[config.mk]
export PLATFORM = sky130hd
export DESIGN_NAME = spi_slave_burst
export DESIGN_NICKNAME = d
export VERILOG_FILES = /design/src/rtl/spi_slave_burst.sv
export SDC_FILE = /design/constraint.sdc
export NUM_CORES = 1
export LEC_CHECK = 0
export ABC_AREA = 0
export BUFFER_PORTS_ARGS = -buffer_cell sky130_fd_sc_hd__buf_2
export CAP_MARGIN = 20
export CELL_PAD_IN_SITES_DETAIL_PLACEMENT = 0
export CELL_PAD_IN_SITES_GLOBAL_PLACEMENT = 2
export CORE_MARGIN = 2
export CORE_UTILIZATION = 31
export DETAILED_ROUTE_END_ITERATION = 8
export GPL_TIMING_DRIVEN = 1
export MAX_ROUTING_LAYER = met4
export PLACE_DENSITY_LB_ADDON = 0.1
export SYNTH_ARGS = -nofsm -noshare
export SYNTH_HDL_FRONTEND = slang
export SYNTH_SLANG_ARGS = --single-unit
[constraint.sdc]
create_clock -name spi_clk_iob -period 2.02 [get_ports spi_clk_iob]
set_input_delay 0.404 -clock spi_clk_iob [delete_from_list [all_inputs] [get_ports spi_clk_iob]]
set_output_delay 0.404 -clock spi_clk_iob [all_outputs]
set_load 0.02 [all_outputs]
[src/rtl/spi_slave_burst.sv]
// SPI mode-0 burst slave in the SPI bit-clock domain: header {rd_addr, wr_addr}, then up to
// MAX_BURST data words, each producing one register write plus a prefetch of the next read word.
module spi_slave_burst #(
    parameter int unsigned DATA_WIDTH    = 32,
    parameter int unsigned RD_ADDR_WIDTH = 4,
    parameter int unsigned WR_ADDR_WIDTH = 4,
    parameter int unsigned MAX_BURST     = 4,
    parameter int unsigned ADDR_INC      = 1
) (
    input  logic                           spi_clk_iob,
    input  logic                           reset_n,
    input  logic                           spi_cs_n,
    input  logic                           spi_mosi,
    output logic                           spi_miso,
    output logic                           spi_miso_disable,
    output logic                           rd_en,
    output logic [RD_ADDR_WIDTH-1:0]       rd_addr,
    input  logic [DATA_WIDTH-1:0]          rd_data,
    output logic                           wr_en,
    output logic [WR_ADDR_WIDTH-1:0]       wr_addr,
    output logic [DATA_WIDTH-1:0]          wr_data,
    output logic                           frame_done,
    output logic [$clog2(MAX_BURST+1)-1:0] frame_words,
    output logic                           frame_abort
);
    localparam int unsigned DW  = DATA_WIDTH;
    localparam int unsigned RAW = RD_ADDR_WIDTH;
    localparam int unsigned WAW = WR_ADDR_WIDTH;
    localparam int unsigned HW  = RAW + WAW;
    localparam int unsigned HSW = (RAW > WAW) ? RAW : WAW;
    localparam int unsigned BCW = $clog2((HW > DW) ? HW : DW);
    localparam int unsigned WCW = $clog2(MAX_BURST + 1);
    localparam bit          INC = (ADDR_INC != 0);

    typedef enum logic [2:0] {
        ST_SYNC,
        ST_IDLE,
        ST_HDR,
        ST_DATA,
        ST_DONE
    } state_t;

    state_t           state, state_nxt;
    logic [BCW-1:0]   bit_cnt, bit_cnt_d;
    logic [WCW-1:0]   word_cnt, word_cnt_d;
    logic [HSW-2:0]   hdr_sr, hdr_sr_d;
    logic [DW-2:0]    din_sr, din_sr_d;
    logic [DW-1:0]    miso_sr, miso_sr_d;
    logic [RAW-1:0]   rd_base, rd_base_d;
    logic [WAW-1:0]   wr_base, wr_base_d;

    logic             rd_en_d, wr_en_d, frame_done_d, frame_abort_d;
    logic [RAW-1:0]   rd_addr_d;
    logic [WAW-1:0]   wr_addr_d;
    logic [DW-1:0]    wr_data_d;
    logic [WCW-1:0]   frame_words_d;

    logic             cs_low;
    logic [HSW-2:0]   hdr_base;
    logic [HSW-1:0]   hdr_next;
    logic [DW-1:0]    din_next;
    logic [BCW-1:0]   hdr_idx;
    logic             rd_field_done, hdr_done, word_first, word_last, last_word;
    logic [RAW-1:0]   rd_off;
    logic [WAW-1:0]   wr_off;

    // Field decode; the IDLE edge that opens a frame captures header bit 0.
    assign cs_low        = !spi_cs_n;
    assign hdr_base      = (state == ST_HDR) ? hdr_sr : '0;
    assign hdr_next      = {hdr_base, spi_mosi};
    assign din_next      = {din_sr, spi_mosi};
    assign hdr_idx       = (state == ST_HDR) ? bit_cnt : '0;
    assign rd_field_done = cs_low && ((state == ST_IDLE) || (state == ST_HDR))
                           && (hdr_idx == BCW'(RAW - 1));
    assign hdr_done      = cs_low && (state == ST_HDR) && (bit_cnt == BCW'(HW - 1));
    assign word_first    = cs_low && (state == ST_DATA) && (bit_cnt == '0);
    assign word_last     = cs_low && (state == ST_DATA) && (bit_cnt == BCW'(DW - 1));
    assign last_word     = (word_cnt == WCW'(MAX_BURST - 1));
    assign rd_off        = INC ? RAW'(word_cnt + WCW'(1)) : '0;
    assign wr_off        = INC ? WAW'(word_cnt) : '0;

    // State register
    always_ff @(posedge spi_clk_iob) begin
        if (!reset_n) state <= ST_SYNC;
        else          state <= state_nxt;
    end

    // Next-state logic
    always_comb begin
        state_nxt = state;
        case (state)
            ST_SYNC: if (!cs_low) state_nxt = ST_IDLE;
            ST_IDLE: if (cs_low)  state_nxt = ST_HDR;
            ST_HDR: begin
                if (!cs_low)       state_nxt = ST_IDLE;
                else if (hdr_done) state_nxt = ST_DATA;
            end
            ST_DATA: begin
                if (!cs_low)                    state_nxt = ST_IDLE;
                else if (word_last && last_word) state_nxt = ST_DONE;
            end
            ST_DONE: if (!cs_low) state_nxt = ST_IDLE;
            default: state_nxt = ST_SYNC;
        endcase
    end

    // Output and datapath next values
    always_comb begin
        rd_en_d       = 1'b0;
        rd_addr_d     = rd_addr;
        rd_base_d     = rd_base;
        wr_en_d       = 1'b0;
        wr_addr_d     = wr_addr;
        wr_data_d     = wr_data;
        wr_base_d     = wr_base;
        frame_done_d  = 1'b0;
        frame_abort_d = 1'b0;
        frame_words_d = frame_words;
        bit_cnt_d     = bit_cnt;
        word_cnt_d    = word_cnt;
        hdr_sr_d      = hdr_sr;
        din_sr_d      = din_sr;
        miso_sr_d     = miso_sr;
        case (state)
            ST_SYNC: begin
                bit_cnt_d  = '0;
                word_cnt_d = '0;
            end
            ST_IDLE: begin
                bit_cnt_d  = '0;
                word_cnt_d = '0;
                if (cs_low) begin
                    hdr_sr_d  = hdr_next[HSW-2:0];
                    bit_cnt_d = BCW'(1);
                end
            end
            ST_HDR: begin
                if (!cs_low) begin
                    frame_done_d  = 1'b1;
                    frame_abort_d = 1'b1;
                    frame_words_d = '0;
                end else begin
                    hdr_sr_d = hdr_next[HSW-2:0];
                    if (hdr_done) begin
                        bit_cnt_d = '0;
                        wr_base_d = hdr_next[WAW-1:0];
                        miso_sr_d = rd_data;
                    end else begin
                        bit_cnt_d = bit_cnt + BCW'(1);
                    end
                end
            end
            ST_DATA: begin
                if (!cs_low) begin
                    frame_done_d  = 1'b1;
                    frame_abort_d = (bit_cnt != '0);
                    frame_words_d = word_cnt;
                end else begin
                    din_sr_d = din_next[DW-2:0];
                    if (word_last) begin
                        wr_en_d    = 1'b1;
                        wr_addr_d  = wr_base + wr_off;
                        wr_data_d  = din_next;
                        word_cnt_d = word_cnt + WCW'(1);
                        bit_cnt_d  = '0;
                        miso_sr_d  = rd_data;
                    end else begin
                        bit_cnt_d = bit_cnt + BCW'(1);
                        miso_sr_d = {miso_sr[DW-2:0], 1'b0};
                    end
                end
            end
            ST_DONE: begin
                if (!cs_low) begin
                    frame_done_d  = 1'b1;
                    frame_words_d = word_cnt;
                end
            end
            default: ;
        endcase
        if (rd_field_done) begin
            rd_en_d   = 1'b1;
            rd_addr_d = hdr_next[RAW-1:0];
            rd_base_d = hdr_next[RAW-1:0];
        end
        if (word_first && !last_word) begin
            rd_en_d   = 1'b1;
            rd_addr_d = rd_base + rd_off;
        end
    end

    // Registered outputs and datapath
    always_ff @(posedge spi_clk_iob) begin
        if (!reset_n) begin
            rd_en       <= 1'b0;
            rd_addr     <= '0;
            rd_base     <= '0;
            wr_en       <= 1'b0;
            wr_addr     <= '0;
            wr_data     <= '0;
            wr_base     <= '0;
            frame_done  <= 1'b0;
            frame_abort <= 1'b0;
            frame_words <= '0;
            bit_cnt     <= '0;
            word_cnt    <= '0;
            hdr_sr      <= '0;
            din_sr      <= '0;
            miso_sr     <= '0;
        end else begin
            rd_en       <= rd_en_d;
            rd_addr     <= rd_addr_d;
            rd_base     <= rd_base_d;
            wr_en       <= wr_en_d;
            wr_addr     <= wr_addr_d;
            wr_data     <= wr_data_d;
            wr_base     <= wr_base_d;
            frame_done  <= frame_done_d;
            frame_abort <= frame_abort_d;
            frame_words <= frame_words_d;
            bit_cnt     <= bit_cnt_d;
            word_cnt    <= word_cnt_d;
            hdr_sr      <= hdr_sr_d;
            din_sr      <= din_sr_d;
            miso_sr     <= miso_sr_d;
        end
    end

    // MISO pad flops launch on the falling edge so the master samples a settled bit.
    always_ff @(negedge spi_clk_iob) begin
        if (!reset_n) begin
            spi_miso         <= 1'b0;
            spi_miso_disable <= 1'b1;
        end else begin
            spi_miso         <= (state == ST_DATA) ? miso_sr[DW-1] : 1'b0;
            spi_miso_disable <= (state == ST_SYNC) || (state == ST_IDLE);
        end
    end

endmodule

-- After elaboration in Yosys (flattened, before gate mapping)
Index checks and enable logic that the tools add are counted.
- bits in registers: 134
- add/subtract/negate cells: 5
- equality and inequality tests: 18
- mux-type cells: 34
- bitwise operators: 3
- reduce and logical (&&, ||, !) cells: 38
- operator list (kind ; count):
    2-to-1 mux 32 bit ; 4
    one-hot mux 32 bit (2 select lines) ; 1
    2-to-1 mux 3 bit ; 11
    2-to-1 mux 5 bit ; 5
    one-hot mux 5 bit (4 select lines) ; 1
    AND reduction 3 bit ; 5
    inequality test 2 bit, second input constant ; 6
    one-hot mux 3 bit (2 select lines) ; 2
    one-hot mux 3 bit (4 select lines) ; 1
    equality test 3 x 2 -> 1 bit, second input constant ; 3
    logical AND 1 bit ; 9
    2-to-1 mux 4 bit ; 2
    AND reduction 2 bit ; 4
    AND reduction 4 bit ; 2
    nonzero test 2 bit ; 4
    OR reduction 2 bit ; 4
    2-to-1 mux 1 bit ; 6
    inequality test 3 bit, second input constant ; 2
    OR reduction 3 bit ; 2
    adder 5 x 1 -> 5 bit, second input constant ; 1
    equality test 5 x 2 -> 1 bit, second input constant ; 1
    equality test 5 x 3 -> 1 bit, second input constant ; 1
    equality test 5 bit, second input constant ; 1
    zero test 5 bit ; 1
    other kinds (14) ; 19

-- Longest topological paths before layout
- depth after elaboration: 7
- depth in mapped cells: 8
- mapped depth without buffers: 7

==> metrics.yaml <==
setup_path:
  worstReg2RegEnd: "miso_sr[25]"
  worst_path_max_delay_cell: "dfxtp_2"
  worst-path-stages: 1
  crit_family: "flip-flops"
  cp-start-kind: "register"
  cp-startpoint: "spi_miso"
  reg2reg_from: "bit_cnt[1]"
  rrSetupSlack_ns: 0.11
  crit_chain: "buf_6"
  max_stage_delay_ns: 0.30
  critical_path_buf_inv_count: 1
  crit_fanout: 1
  worst_ep_required_time_ns: 1.62
  endpoint: "spi_miso"
  ff2ff_path_depth: 7
  cp.arrival_ns: 1.86
  crit_type: "reg2out"
  end_kind: "output port"
die:
  coreArea_sq_um: 18000
  die_w_um: 140
  dieArea_sq_um: 19500
  rows: 49
  ios: 85
  die_y_um: 140
  start_util: 0.317
status:
  violations: "negative setup slack"
  outcome: "complete, but fails checks"
timing:
  slew_viol_final: 0
  finalClockSkew_ns: 0.0242
  rsz0062_at_grt: "true"
  hold_viol_final: 0
  tightest_slew_ns: 0.582
  whs_ns: 0.278
  setup_slack_ns: -0.246
  finalSetupViolCount: 2
  tns_ns: -0.489
  maxSlewHeadroom: 0.608
drt:
  drc: 0
  viasPerCell: 4.76
  first_pass_iters: 4
  vias: 4549
  drt_iter0_markers: 203
  drt-wirelength-per-cell_um: 14.1
  drtAntennaViolNets: 0
  wirelength_mm: 13.5
layout:
  diodes: 0
  design_area_sq_um: 7000
  stdcell_count: 956
  final_net_count: 764
  final_layout_size_suffix_gt1_frac: 0.250
  syn2layout_area_growth_pct: 22.5
placed_design:
  place.port_buffers: 84
  dp_hpwl_mm: 8.59
  dp_worst_setup_slack_ns: 0.119
  dpl.cell_count: 923
  finalWeightedCongestion: 0.736
  dpl_cell_area_sq_um: 6370
logic_synthesis:
  syn_area_per_cell_sq_um: 9.04
  netlist_area_sq_um: 5710
  synth.distinct_cells: 54
  synthCells: 632
  synthTopCellsByArea: "dfxtp_1, nand2_1, a21oi_1"
  synth_edf_count: 0
  yosysWarnings: 0
  ys_seq_area_frac: 0.469
  synth_top_flop_cell: "dfxtp_1"
  synth_top_area_cell: "dfxtp_1"
  synth_seq_cells: 134
  syn-num-nets: 681
  synth_top_area_frac: 0.469
  synthArstFlopShare: 0
grt:
  grt_pass1_vias: 4308
  overflow: 0
  grt_max_degree: 50
  grt_pass1_wl_mm: 21.8
  antenna_found_initial: 0
  grt.total_usage: 0.141
pwr:
  clock_power_share: 0.503
  combPwrFrac: 0.044
  p_leak_uw: 0.00265
  p_per_area_nw_per_um2: 844
  p_seq_frac: 0.453
  power.internal_uw: 4560
  ir_drop_mv: 0.591
  switching_share: 0.228
  p_sw_uw: 1340
cts:
  clk_path_buf_depth: 2
  cts_setup_buffers: 0
  clkTransAtPathRegs_ns: 0.05
  cts_buffers: 17
  cts_hold_buffers: 0
  root_buffer: "clkbuf_16"
  tritoncts: "built"
  clk_latency_ns: 0.43
  cts.sinks: 134
  h-tree-depth: 4
run:
  maxCapViolCount: 0
worst_hold_path:
  min_path_type: "in2reg"
[cell usage in the layout, fill, tap and decap left out, types with 6 or more instances in the layout]
master       n
clkbuf_16   19
ha_1        11
mux2i_1     41
buf_4       17
nor2_1      51
buf_2       82
nand3_1      7
inv_1       15
a211oi_2    29
o21ai_0      6
nand2_1    147
dfxtp_1    131
a21oi_1     83
[routing by layer]
metal / share of wire / wire (um) / vias to the layer above / GRT usage
met5: 0 / 0 / - / -
met4: 0.014 / 191 / 0 / 0.0489
met3: 0.030 / 408 / 10 / 0.0330
met2: 0.47 / 6300 / 67 / 0.216
met1: 0.49 / 6570 / 2142 / 0.183
li1: - / - / 2330 / -
[cell families after synthesis]
family          count (synthesis)  share of synthesized area
compound gates                146                      0.181
mux                            41                     0.0718
xor+xnor                        4                    0.00613
flops                         134                      0.469
simple gates                  233                      0.179
fa+ha+maj                      13                     0.0311
buf+inv                        61                     0.0613
[area by class of cell]
| cell class | count | area [sq um] |
|---|---|---|
| clock buffers | 21 | 472 |
| fillers | 1886 | 11000 |
| flip-flops and latches | 134 | 2690 |
| well taps | 229 | 287 |
| inverters | 15 | 58.8 |
| multi-input cells | 437 | 2690 |
| clock inverters | 12 | 104 |
| repair buffers | 108 | 701 |
[power by group through the flow]
stage          Combinational (uW)  Sequential (uW)  Clock [uW]
2_1_floorplan                 173             2730        9.30
3_3_place_gp                  260             2730        9.30
3_5_place_dp                  262             2730        9.30
4_1_cts                       263             2670        3060
5_1_grt                       290             2670        3200
6_report                      263             2670        2970
[sequential cells by signal, summed over array words and instances, names as in the netlist, 4 cells and up]
| signal | count |
|---|---|
| rd_addr | 4 |
| wr_data | 32 |
| din_sr | 31 |
| wr_addr | 4 |
| wr_base | 4 |
| bit_cnt | 5 |
| rd_base | 4 |
| miso_sr | 32 |
[worst register-to-register path, cell delays in order (launching register included)]
cell and delay [ns]:
dfxtp_1 0.34, ha_1 0.22, and3_1 0.19, ha_1 0.22
a21oi_4 0.18, buf_12 0.26, mux2i_1 0.28, a211oi_2 0.09
[metrics by stage]
step / util / total power [uW]
global placement: 0.353 / 3000
CTS: 0.386 / 6000
detailed placement: 0.353 / 3000
finish: 0.388 / 5910
global route: 0.388 / 6170
floorplan: - / 2920
[cell usage after synthesis, types with 2 or more instances]
cell	count
a211oi_1	5
a211oi_2	29
a21o_1	3
a21oi_1	83
a22oi_1	3
and3_1	3
and3b_1	4
buf_2	7
buf_4	7
buf_6	7
buf_8	3
clkbuf_1	21
dfxtp_1	134
fa_1	2
ha_1	11
inv_1	14
mux2i_1	41
nand2_1	147
nand3_1	7
nand3b_1	2
nor2_1	51
nor2b_1	2
o2111ai_1	2
o211ai_1	2
o21a_1	2
o21ai_0	6
o32ai_1	2
or3_1	3
xnor2_1	4
[worst min path at each step]
stage / slack, ns / cells past startpoint / startpoint / end
floorplan: 0.43 / 2 / din_sr[30] / wr_data[31]
global placement: 0.44 / 2 / din_sr[30] / wr_data[31]
detailed placement: 0.44 / 2 / wr_addr[2] / wr_addr[2]
CTS: 0.26 / 3 / rd_data[0] / miso_sr[0]
global route: 0.27 / 3 / rd_data[0] / miso_sr[0]
finish: 0.28 / 3 / rd_data[0] / miso_sr[0]
[timing repair]
item / in CTS / in global routing
gates resized for setup: 6 / 4
endpoints found under the setup margin: 2 / 17
cloned: 0 / 1
pin swaps: 0 / 0
Power figures use the tool's default switching activity.
